## src/rtl/router_pkg.sv

```systemverilog
// Shared types and constants for the router packet datapath.
// Header layout: {len[5:0], addr[1:0]}.
package router_pkg;

    localparam int DATA_W       = 8;
    localparam int ADDR_W       = 2;
    localparam int LEN_W        = 6;
    localparam int HDR_ADDR_LSB = 0;
    localparam int HDR_LEN_LSB  = ADDR_W;
    localparam int MAX_ADDR_DEF = 2;
    localparam int GAP_DEF      = 1;

    typedef enum logic [2:0] {
        IDLE,
        HEADER,
        PAYLOAD,
        PARITY,
        GAP
    } state_e;

    function automatic logic [DATA_W-1:0] make_header(
        input logic [LEN_W-1:0]  len,
        input logic [ADDR_W-1:0] addr
    );
        return {len, addr};
    endfunction

endpackage

```

## src/rtl/router_parity_gen.sv

```systemverilog
// 8-bit XOR accumulator for packet parity.
// load restarts the sum, xor folds in a byte, otherwise holds.
module router_parity_gen
    import router_pkg::*;
(
    input  logic              clk_i,
    input  logic              rst_i,
    input  logic              load_i,
    input  logic              xor_i,
    input  logic [DATA_W-1:0] data_i,
    output logic [DATA_W-1:0] parity_o
);

    logic [DATA_W-1:0] parity_q;
    logic [DATA_W-1:0] parity_d;

    // Next accumulator value; load has priority over xor.
    always_comb begin
        parity_d = parity_q;
        if (load_i) begin
            parity_d = data_i;
        end else if (xor_i) begin
            parity_d = parity_q ^ data_i;
        end
    end

    // Accumulator register.
    always_ff @(posedge clk_i) begin
        if (rst_i) begin
            parity_q <= '0;
        end else begin
            parity_q <= parity_d;
        end
    end

    assign parity_o = parity_q;

endmodule

```

## src/rtl/router_pkt_tx.sv

```systemverilog
// Router packet source: header, payload bytes, parity byte.
// Holds the current byte while the router reports busy.
module router_pkt_tx
    import router_pkg::*;
#(
    parameter int MAX_ADDR   = MAX_ADDR_DEF,
    parameter int GAP_CYCLES = GAP_DEF
) (
    input  logic              clock,
    input  logic              reset,
    input  logic              start,
    input  logic [ADDR_W-1:0] dest_addr,
    input  logic [LEN_W-1:0]  payload_len,
    input  logic              corrupt_parity,
    input  logic [DATA_W-1:0] payload_data,
    output logic              payload_rd,
    input  logic              busy,
    output logic [DATA_W-1:0] data_out,
    output logic              packet_valid,
    output logic              ready,
    output logic              done,
    output logic              start_err
);

    localparam int GW = (GAP_CYCLES > 1) ?
                        $clog2(GAP_CYCLES) : 1;
    localparam logic [GW-1:0] GAP_LOAD =
        GW'(GAP_CYCLES - 1);
    localparam logic [ADDR_W-1:0] MAX_A =
        ADDR_W'(MAX_ADDR);

    state_e            state_q, state_d;
    logic [DATA_W-1:0] data_q, data_d;
    logic              pv_q, pv_d;
    logic              done_q, done_d;
    logic              err_q, err_d;
    logic [LEN_W-1:0]  remain_q, remain_d;
    logic              corrupt_q, corrupt_d;
    logic [GW-1:0]     gap_q, gap_d;

    logic              legal;
    logic              par_load;
    logic [DATA_W-1:0] header;
    logic [DATA_W-1:0] par_din;
    logic [DATA_W-1:0] parity;

    assign header = make_header(payload_len, dest_addr);
    assign legal  = (payload_len != '0) &&
                    (dest_addr <= MAX_A);

    // Pop a payload byte whenever the byte on the wire
    // is accepted and the next one is payload.
    always_comb begin
        payload_rd = 1'b0;
        if (!busy) begin
            payload_rd = (state_q == HEADER) ||
                         ((state_q == PAYLOAD) &&
                          (remain_q != '0));
        end
    end

    assign par_load = (state_q == IDLE) && start && legal;
    assign par_din  = par_load ? header : payload_data;

    router_parity_gen u_parity (
        .clk_i    (clock),
        .rst_i    (reset),
        .load_i   (par_load),
        .xor_i    (payload_rd),
        .data_i   (par_din),
        .parity_o (parity)
    );

    // Next-state and output-register logic.
    always_comb begin
        state_d   = state_q;
        data_d    = data_q;
        pv_d      = pv_q;
        done_d    = 1'b0;
        err_d     = 1'b0;
        remain_d  = remain_q;
        corrupt_d = corrupt_q;
        gap_d     = gap_q;
        unique case (state_q)
            IDLE: begin
                if (start) begin
                    if (legal) begin
                        data_d    = header;
                        pv_d      = 1'b1;
                        remain_d  = payload_len;
                        corrupt_d = corrupt_parity;
                        state_d   = HEADER;
                    end else begin
                        err_d = 1'b1;
                    end
                end
            end
            HEADER: begin
                if (!busy) begin
                    data_d   = payload_data;
                    remain_d = remain_q - LEN_W'(1);
                    state_d  = PAYLOAD;
                end
            end
            PAYLOAD: begin
                if (!busy) begin
                    if (remain_q != '0) begin
                        data_d   = payload_data;
                        remain_d = remain_q - LEN_W'(1);
                    end else begin
                        data_d  = corrupt_q ? ~parity : parity;
                        pv_d    = 1'b0;
                        state_d = PARITY;
                    end
                end
            end
            PARITY: begin
                if (!busy) begin
                    data_d  = '0;
                    done_d  = 1'b1;
                    gap_d   = GAP_LOAD;
                    state_d = GAP;
                end
            end
            GAP: begin
                if (gap_q == '0) begin
                    state_d = IDLE;
                end else begin
                    gap_d = gap_q - GW'(1);
                end
            end
            default: begin
                state_d = IDLE;
            end
        endcase
    end

    // State and output registers; reset aborts any packet.
    always_ff @(posedge clock) begin
        if (reset) begin
            state_q   <= IDLE;
            data_q    <= '0;
            pv_q      <= 1'b0;
            done_q    <= 1'b0;
            err_q     <= 1'b0;
            remain_q  <= '0;
            corrupt_q <= 1'b0;
            gap_q     <= '0;
        end else begin
            state_q   <= state_d;
            data_q    <= data_d;
            pv_q      <= pv_d;
            done_q    <= done_d;
            err_q     <= err_d;
            remain_q  <= remain_d;
            corrupt_q <= corrupt_d;
            gap_q     <= gap_d;
        end
    end

    assign data_out     = data_q;
    assign packet_valid = pv_q;
    assign ready        = (state_q == IDLE);
    assign done         = done_q;
    assign start_err    = err_q;

endmodule
```

## config.mk

```make
export PLATFORM = sky130hd
export DESIGN_NAME = router_pkt_tx
export DESIGN_NICKNAME = d
export VERILOG_FILES = /design/src/rtl/router_pkg.sv /design/src/rtl/router_parity_gen.sv /design/src/rtl/router_pkt_tx.sv
export SDC_FILE = /design/constraint.sdc
export NUM_CORES = 1
export LEC_CHECK = 0
export CAP_MARGIN = 20
export CORE_MARGIN = 2
export CORE_UTILIZATION = 51
export DETAILED_ROUTE_END_ITERATION = 8
export HOLD_SLACK_MARGIN = 0.05
export PLACE_DENSITY_LB_ADDON = 0.12
export SLEW_MARGIN = 25
export SYNTH_ARGS = -nofsm -noshare
export SYNTH_HDL_FRONTEND = slang
export SYNTH_SLANG_ARGS = --single-unit
```

## constraint.sdc

```tcl
create_clock -name clock -period 2.4 [get_ports clock]
set_input_delay 0.48 -clock clock [delete_from_list [all_inputs] [get_ports clock]]
set_output_delay 0.48 -clock clock [all_outputs]
set_load 0.03 [all_outputs]
```

==> results of run 1 <==
[per-stage QoR]
step | cells | worst slack, ns | hold WS (ns) | area [µm²]
after floorplan | 207 | 0.2074 | 0.4678 | 1697
after global placement | 288 | 0.09433 | 0.4516 | 2148
after detailed placement | 288 | 0.04768 | 0.4627 | 2148
after CTS | 296 | 0.08558 | 0.4874 | 2250
after global routing | 296 | 0.1882 | 0.4953 | 2251
final | 296 | 0.2719 | 0.4849 | 2251
[where the power goes]
group          total, mW  internal (mW)  switching (mW)
clock network      0.519          0.322           0.197
logic              0.775          0.335           0.440
registers          0.644          0.564          0.0809
[flip-flops by register name, indices dropped and copies added, names as in the netlist]
register	cells
corrupt_q	1
data_out	8
done	1
packet_valid	1
remain_q	6
start_err	1
state_q	3
u_parity.parity_o	8
[layout make-up]
cell class	count	area share
well taps	44	0.02446
clock inverters	3	0.02890
clock buffers	5	0.01668
multi-input cells	163	0.4664
inverters	2	0.003335
repair buffers	50	0.2018
flip-flops and latches	29	0.2585
[metal layers]
layer | up-vias | global-route usage | share of wire
li1 | 835 | - | -
met1 | 829 | 0.3520 | 0.44
met2 | 67 | 0.4421 | 0.48
met3 | 5 | 0.06092 | 0.067
met4 | 0 | 0.1155 | 0.012
met5 | - | 0 | 0
[critical path, delay by kind of cell, from the launching register on]
kind                      cells  cell delay, ns
xor gates and xnor gates      1            0.22
and+or+nand+nor               2            0.35
DFF                           1            0.57
buffers and inverters         1            0.17
[timing repair]
action,CTS,global route
resized for setup,1,1
pin swaps,0,0
endpoints found under the setup margin,1,1
[path summary, 6_finish.rpt]
kind | startpoint | endpoint | slack (ns) | cells after the start
worst max-delay path | state_q[0]$_SDFFE_PP0P_ | payload_rd | 0.27 | 4
worst min-delay path | data_out[1]$_SDFFE_PP0P_ | data_out[1]$_SDFFE_PP0P_ | 0.48 | 1
worst max register to register | state_q[2]$_SDFFE_PP0P_ | remain_q[1]$_SDFFE_PP0P_ | 0.47 | 6
worst min register to register | data_out[1]$_SDFFE_PP0P_ | data_out[1]$_SDFFE_PP0P_ | 0.48 | 1
[Yosys cell counts, drive strengths merged, types with 9 or more instances]
master,number,share of area
nand2b,9,0.033
a21oi,19,0.063
clkbuf,9,0.020
xnor2,10,0.052
nand3,12,0.035
a211oi,12,0.060
nor2,27,0.060
nand2,14,0.031
dfxtp,29,0.34
[logic make-up after synthesis]
logic type | count (synthesis)
xor gates and xnor gates | 18
AOI/OAI and AO/OA | 60
DFF | 29
muxes | 1
buffers and inverters | 15
and+or+nand+nor | 83
adders and majority gates | 1
==> metrics.md, run 1 <==
| Metric | Value |
|---|---|
| Total CTS buffers | `5` |
| Slew of the pin with the lowest slew margin | `approximately 0.63 ns` |
| Post-CTS Setup Inserts | `0` |
| Post-synth EDFFs | `0` |
| Multi-input logic area | `between 0.001 and 0.0015 mm²` |
| Startpoint Class | `register` |
| Fill cells | `about 270` |
| Final Hold Fails | `0` |
| Detail Route Antenna Nets | `0` |
| Layout cells sized above 1 | `0.1389` |
| Starting density of the core | `0.5468` |
| Hold_buf cts | `0` |
| Synth Instances | `slightly above 200` |
| Initial DRC count | `about 150` |
| Grt ovf | `0` |
| Initial antenna violation count | `0` |
| Commonest non-fill, non-tap cell in the layout | `clkdlybuf4s50_1` |
| Slew Limit Fails | `0` |
| Max Freq | `between 400 and 500 MHz` |
| Max-cap violations | `0` |
| Clock Latency Late Sink | `between 0.3 and 0.4 ns` |
| Ys Warns | `0` |
| Width of the die | `61.68 µm` |
| Final setup violation count | `0` |
| Util after Layout | `0.7254` |
| DRC | `0` |
| Commonest cells after routing, fill and taps aside | `clkdlybuf4s50_1 (31), dfxtp_1 (28), nor2_1 (27)` |
| WL final | `4637 µm` |
| Power Total | `between 1.5 and 2 mW` |
| Max Buffers Root-to-Sink | `2` |
| Synth Register Bits | `29` |
| Simple-gate share of the synthesized area | `0.2588` |
| DR vias | `around 1.7k` |
| Critical-path top delay cell | `dfxtp_1` |
| Clk root buf | `clkbuf_4` |
| FF/Latch Area | `581.8 µm²` |
| Primary FF master, synth | `dfxtp_1` |
| Htree depth | `2` |
| Setup TNS | `0 ns` |
| Area grow syn2layout | `32.67%` |
| Vias per inst | `a little under 6` |
| GP Congestion | `0.8481` |
| Slew headroom | `0.5765` |
| CORE AREA | `about 0.0031 mm²` |
| RSZ-0062 raised after global routing | `no` |
| First-pass GRT wire length | `between 7000 and 8000 µm` |
| Number of library cell types mapped by synthesis | `37` |
| Mux cell area share after synthesis | `0.005900` |
| Port Buffer Count | `33` |
| Slowest cell delay on critical path | `0.57 ns` |
| Global Route Usage Sum | `0.2741` |
| Hold crit path type | `reg2reg` |
| Status | `finished clean` |
| Post-synthesis xor/xnor area fraction | `0.09292` |
| Post-Syn Nets | `around 230` |
| Required @ worst endpoint | `1.92 ns` |
| Final net count | `~270` |
| Vias in the first global route | `1,684` |
| Pre-antenna DRT Iters | `4` |
| Crit-path max FO | `9` |
| I/O Pins | `34` |
| Final period utilization | `0.8867` |
| Area share of fa/ha/maj cells after synthesis | `0.007375` |
| LEAKAGE | `~0.82 nW` |
| Asr flop ratio synth | `0` |
| Die Span Y | `about 60 µm` |
| Pwr dens | `between 800 and 900 mW/mm²` |
| Endpoint type of the worst setup path | `output pin` |
| Worst Clk Skew | `between 0.01 and 0.015 ns` |
| Syn avg cell area | `8.196 µm²` |
| Critical path class | `reg2out` |
| Critical Path, Cell by Cell | `xnor2_1, nor3_4, and2_1, buf_4` |
| Post-layout minimum cycle time | `around 2.1 ns` |
| Die ar. | `around 0.0038 mm²` |
| Worst EP arrival | `1.65 ns` |
| Num Clock Sinks | `29` |
| Routed wire per std cell | `around 16 µm` |
| DP HPWL | `roughly 3300 µm` |
| # diodes | `0` |
| VDD IR max | `around 490 µV` |
| CTS tree | `built` |
| Largest net degree at the start of global routing | `22` |
| Clock-pin slew on the worst setup and hold paths | `0.11 ns` |
| Synthesized area | `0.001697 mm²` |
| Register area share after synthesis | `0.3422` |
| Compound-cell area share of the yosys netlist | `0.2537` |
| Row count | `20` |
| Largest family of logic cells by synthesized area | `simple AND/OR/NAND/NOR gates` |
No activity file was read; power rests on OpenSTA's default activity.
==> run 2: changes to the inputs <==
Settings changed: GPL_ROUTABILITY_DRIVEN from default to 0.
Clock period 2.4 ns to 2.35 ns, I/O delays scaled along.
==> metrics.md, run 2 (synthesis gave the netlist of run 1 again) <==
| Metric | Value |
|---|---|
| Fill cells | `about 270` |
| Dpl ws | `around 0.03 ns` |
| DR vias | `between 1.5k and 2k` |
| Total CTS buffers | `5` |
| Vias per inst | `5.857` |
| Power Total | `around 1.8 mW` |
| Final net count | `around 270` |
| Status | `finished clean` |
| Commonest cells after routing, fill and taps aside | `clkdlybuf4s50_1 (31), dfxtp_1 (28), nor2_1 (27)` |
| Global Route Usage Sum | `0.2760` |
| Initial antenna violation count | `0` |
| Clk root buf | `clkbuf_4` |
| Max Buffers Root-to-Sink | `2` |
| Hold crit path type | `reg2reg` |
| Endpoint type of the worst setup path | `output pin` |
| Num Clock Sinks | `29` |
| WL final | `4608 µm` |
| Critical path class | `reg2out` |
| Worst Clk Skew | `between 0.01 and 0.015 ns` |
| Util after Layout | `0.7117` |
| Final Hold Fails | `0` |
| Cell area after layout | `between 0.002 and 0.0025 mm²` |
| Worst Hold Margin | `0.4719 ns` |
| Buf/Inv on CP | `1` |
| Area after DPL | `around 0.0022 mm²` |
| DRC | `0` |
| Worst Setup Slack, final | `approximately 0.25 ns` |
| # diodes | `0` |
| I/O Pins | `34` |
| Worst EP arrival | `about 1.6 ns` |
| Clock Latency Late Sink | `0.33 ns` |
| Width of the die | `slightly above 60 µm` |
| Commonest non-fill, non-tap cell in the layout | `clkdlybuf4s50_1` |
| Grt ovf | `0` |
| Startpoint Class | `register` |
| Crit-path max FO | `9` |
| Htree depth | `2` |
| Pre-antenna DRT Iters | `4` |
| DP HPWL | `3306 µm` |
| Routed wire per std cell | `between 15 and 20 µm` |
| Die ar. | `around 0.0038 mm²` |
| Clock-pin slew on the worst setup and hold paths | `0.09 ns` |
| Final setup violation count | `0` |
| Required @ worst endpoint | `between 1.5 and 2 ns` |
| Die Span Y | `slightly above 60 µm` |
| Row count | `20` |
| Largest net degree at the start of global routing | `22` |
| CP top delay family | `flip-flops` |
| Slowest cell delay on critical path | `roughly 0.56 ns` |
| CTS tree | `built` |
| LEAKAGE | `~0.8 nW` |
| Slew Limit Fails | `0` |
| RSZ-0062 raised after global routing | `no` |
| Pwr dens | `approximately 800 mW/mm²` |
| Placed Instances | `approximately 290` |
| Detail Route Antenna Nets | `0` |
| Max-cap violations | `0` |
| Area grow syn2layout | `30.16%` |
| CORE AREA | `slightly above 0.003 mm²` |
| Critical-path top delay cell | `dfxtp_1` |
| Layout cells sized above 1 | `0.1280` |
| Setup TNS | `0 ns` |
| Vias in the first global route | `around 1.6k` |
| Port Buffer Count | `33` |
| Final period utilization | `0.8945` |
| Max Freq | `about 480 MHz` |
| First-pass GRT wire length | `7479 µm` |
| Slew of the pin with the lowest slew margin | `between 0.6 and 0.7 ns` |
| Starting density of the core | `0.5468` |
| Non-Filler Instances | `just under 300` |
| Slew headroom | `0.5586` |
| Initial DRC count | `143` |
| Critical Path, Cell by Cell | `xnor2_1, nor3_4, and2_1, buf_4` |
| Post-layout minimum cycle time | `around 2.1 ns` |
| VDD IR max | `444.0 µV` |
[run 2: changes by cell type in the layout (fill, tap and decap cells not counted), sizes merged]
| cell | change |
|---|---|
| buf | -1 |
| bufinv | -2 |
| clkbuf | +2 |
| clkinv | -1 |
[run 2: worst paths after layout]
check | start | to | slack [ns] | depth (start not counted)
setup / recovery | state_q[0]$_SDFFE_PP0P_ | payload_rd | 0.25 | 4
hold / removal | data_out[3]$_SDFFE_PP0P_ | data_out[3]$_SDFFE_PP0P_ | 0.47 | 1
setup reg to reg | state_q[0]$_SDFFE_PP0P_ | remain_q[5]$_SDFFE_PP0P_ | 0.44 | 5
hold reg to reg | data_out[3]$_SDFFE_PP0P_ | data_out[3]$_SDFFE_PP0P_ | 0.47 | 1
[run 2: final cells by class]
| cell class | instances | area, µm² | area share |
|---|---|---|---|
| Tap cell | 44 | 55.05 | 0.02493 |
| Timing Repair Buffer | 49 | 459.2 | 0.2079 |
| Clock buffer | 7 | 55.05 | 0.02493 |
| Sequential cell | 29 | 581.8 | 0.2635 |
| Inverter | 2 | 7.507 | 0.003399 |
| Multi-Input combinational cell | 163 | 1050 | 0.4754 |
[run 2: layer usage]
layer,wire length (µm),global-route usage
met1,1972,0.3569
met2,2221,0.4346
met3,327,0.08193
met4,85,0.1033
met5,0,0
[run 2: where the power goes]
part / total (mW) / internal, mW / switching (mW)
registers: 0.656 / 0.575 / 0.0805
clock network: 0.312 / 0.141 / 0.171
logic: 0.803 / 0.347 / 0.456
[run 2: what timing repair did]
item,4_1_cts,5_1_grt
hold buffers,0,0
setup buffers,0,0
endpoints found under the setup margin,1,1
gates resized for setup,1,1
[run 2: worst reg2reg max path: cells and delay by family (launching register included)]
kind                      cells  cell delay (ns)
DFF                           1             0.44
AOI/OAI and AO/OA             2             0.35
and+or+nand+nor               2             0.63
xor gates and xnor gates      1             0.41
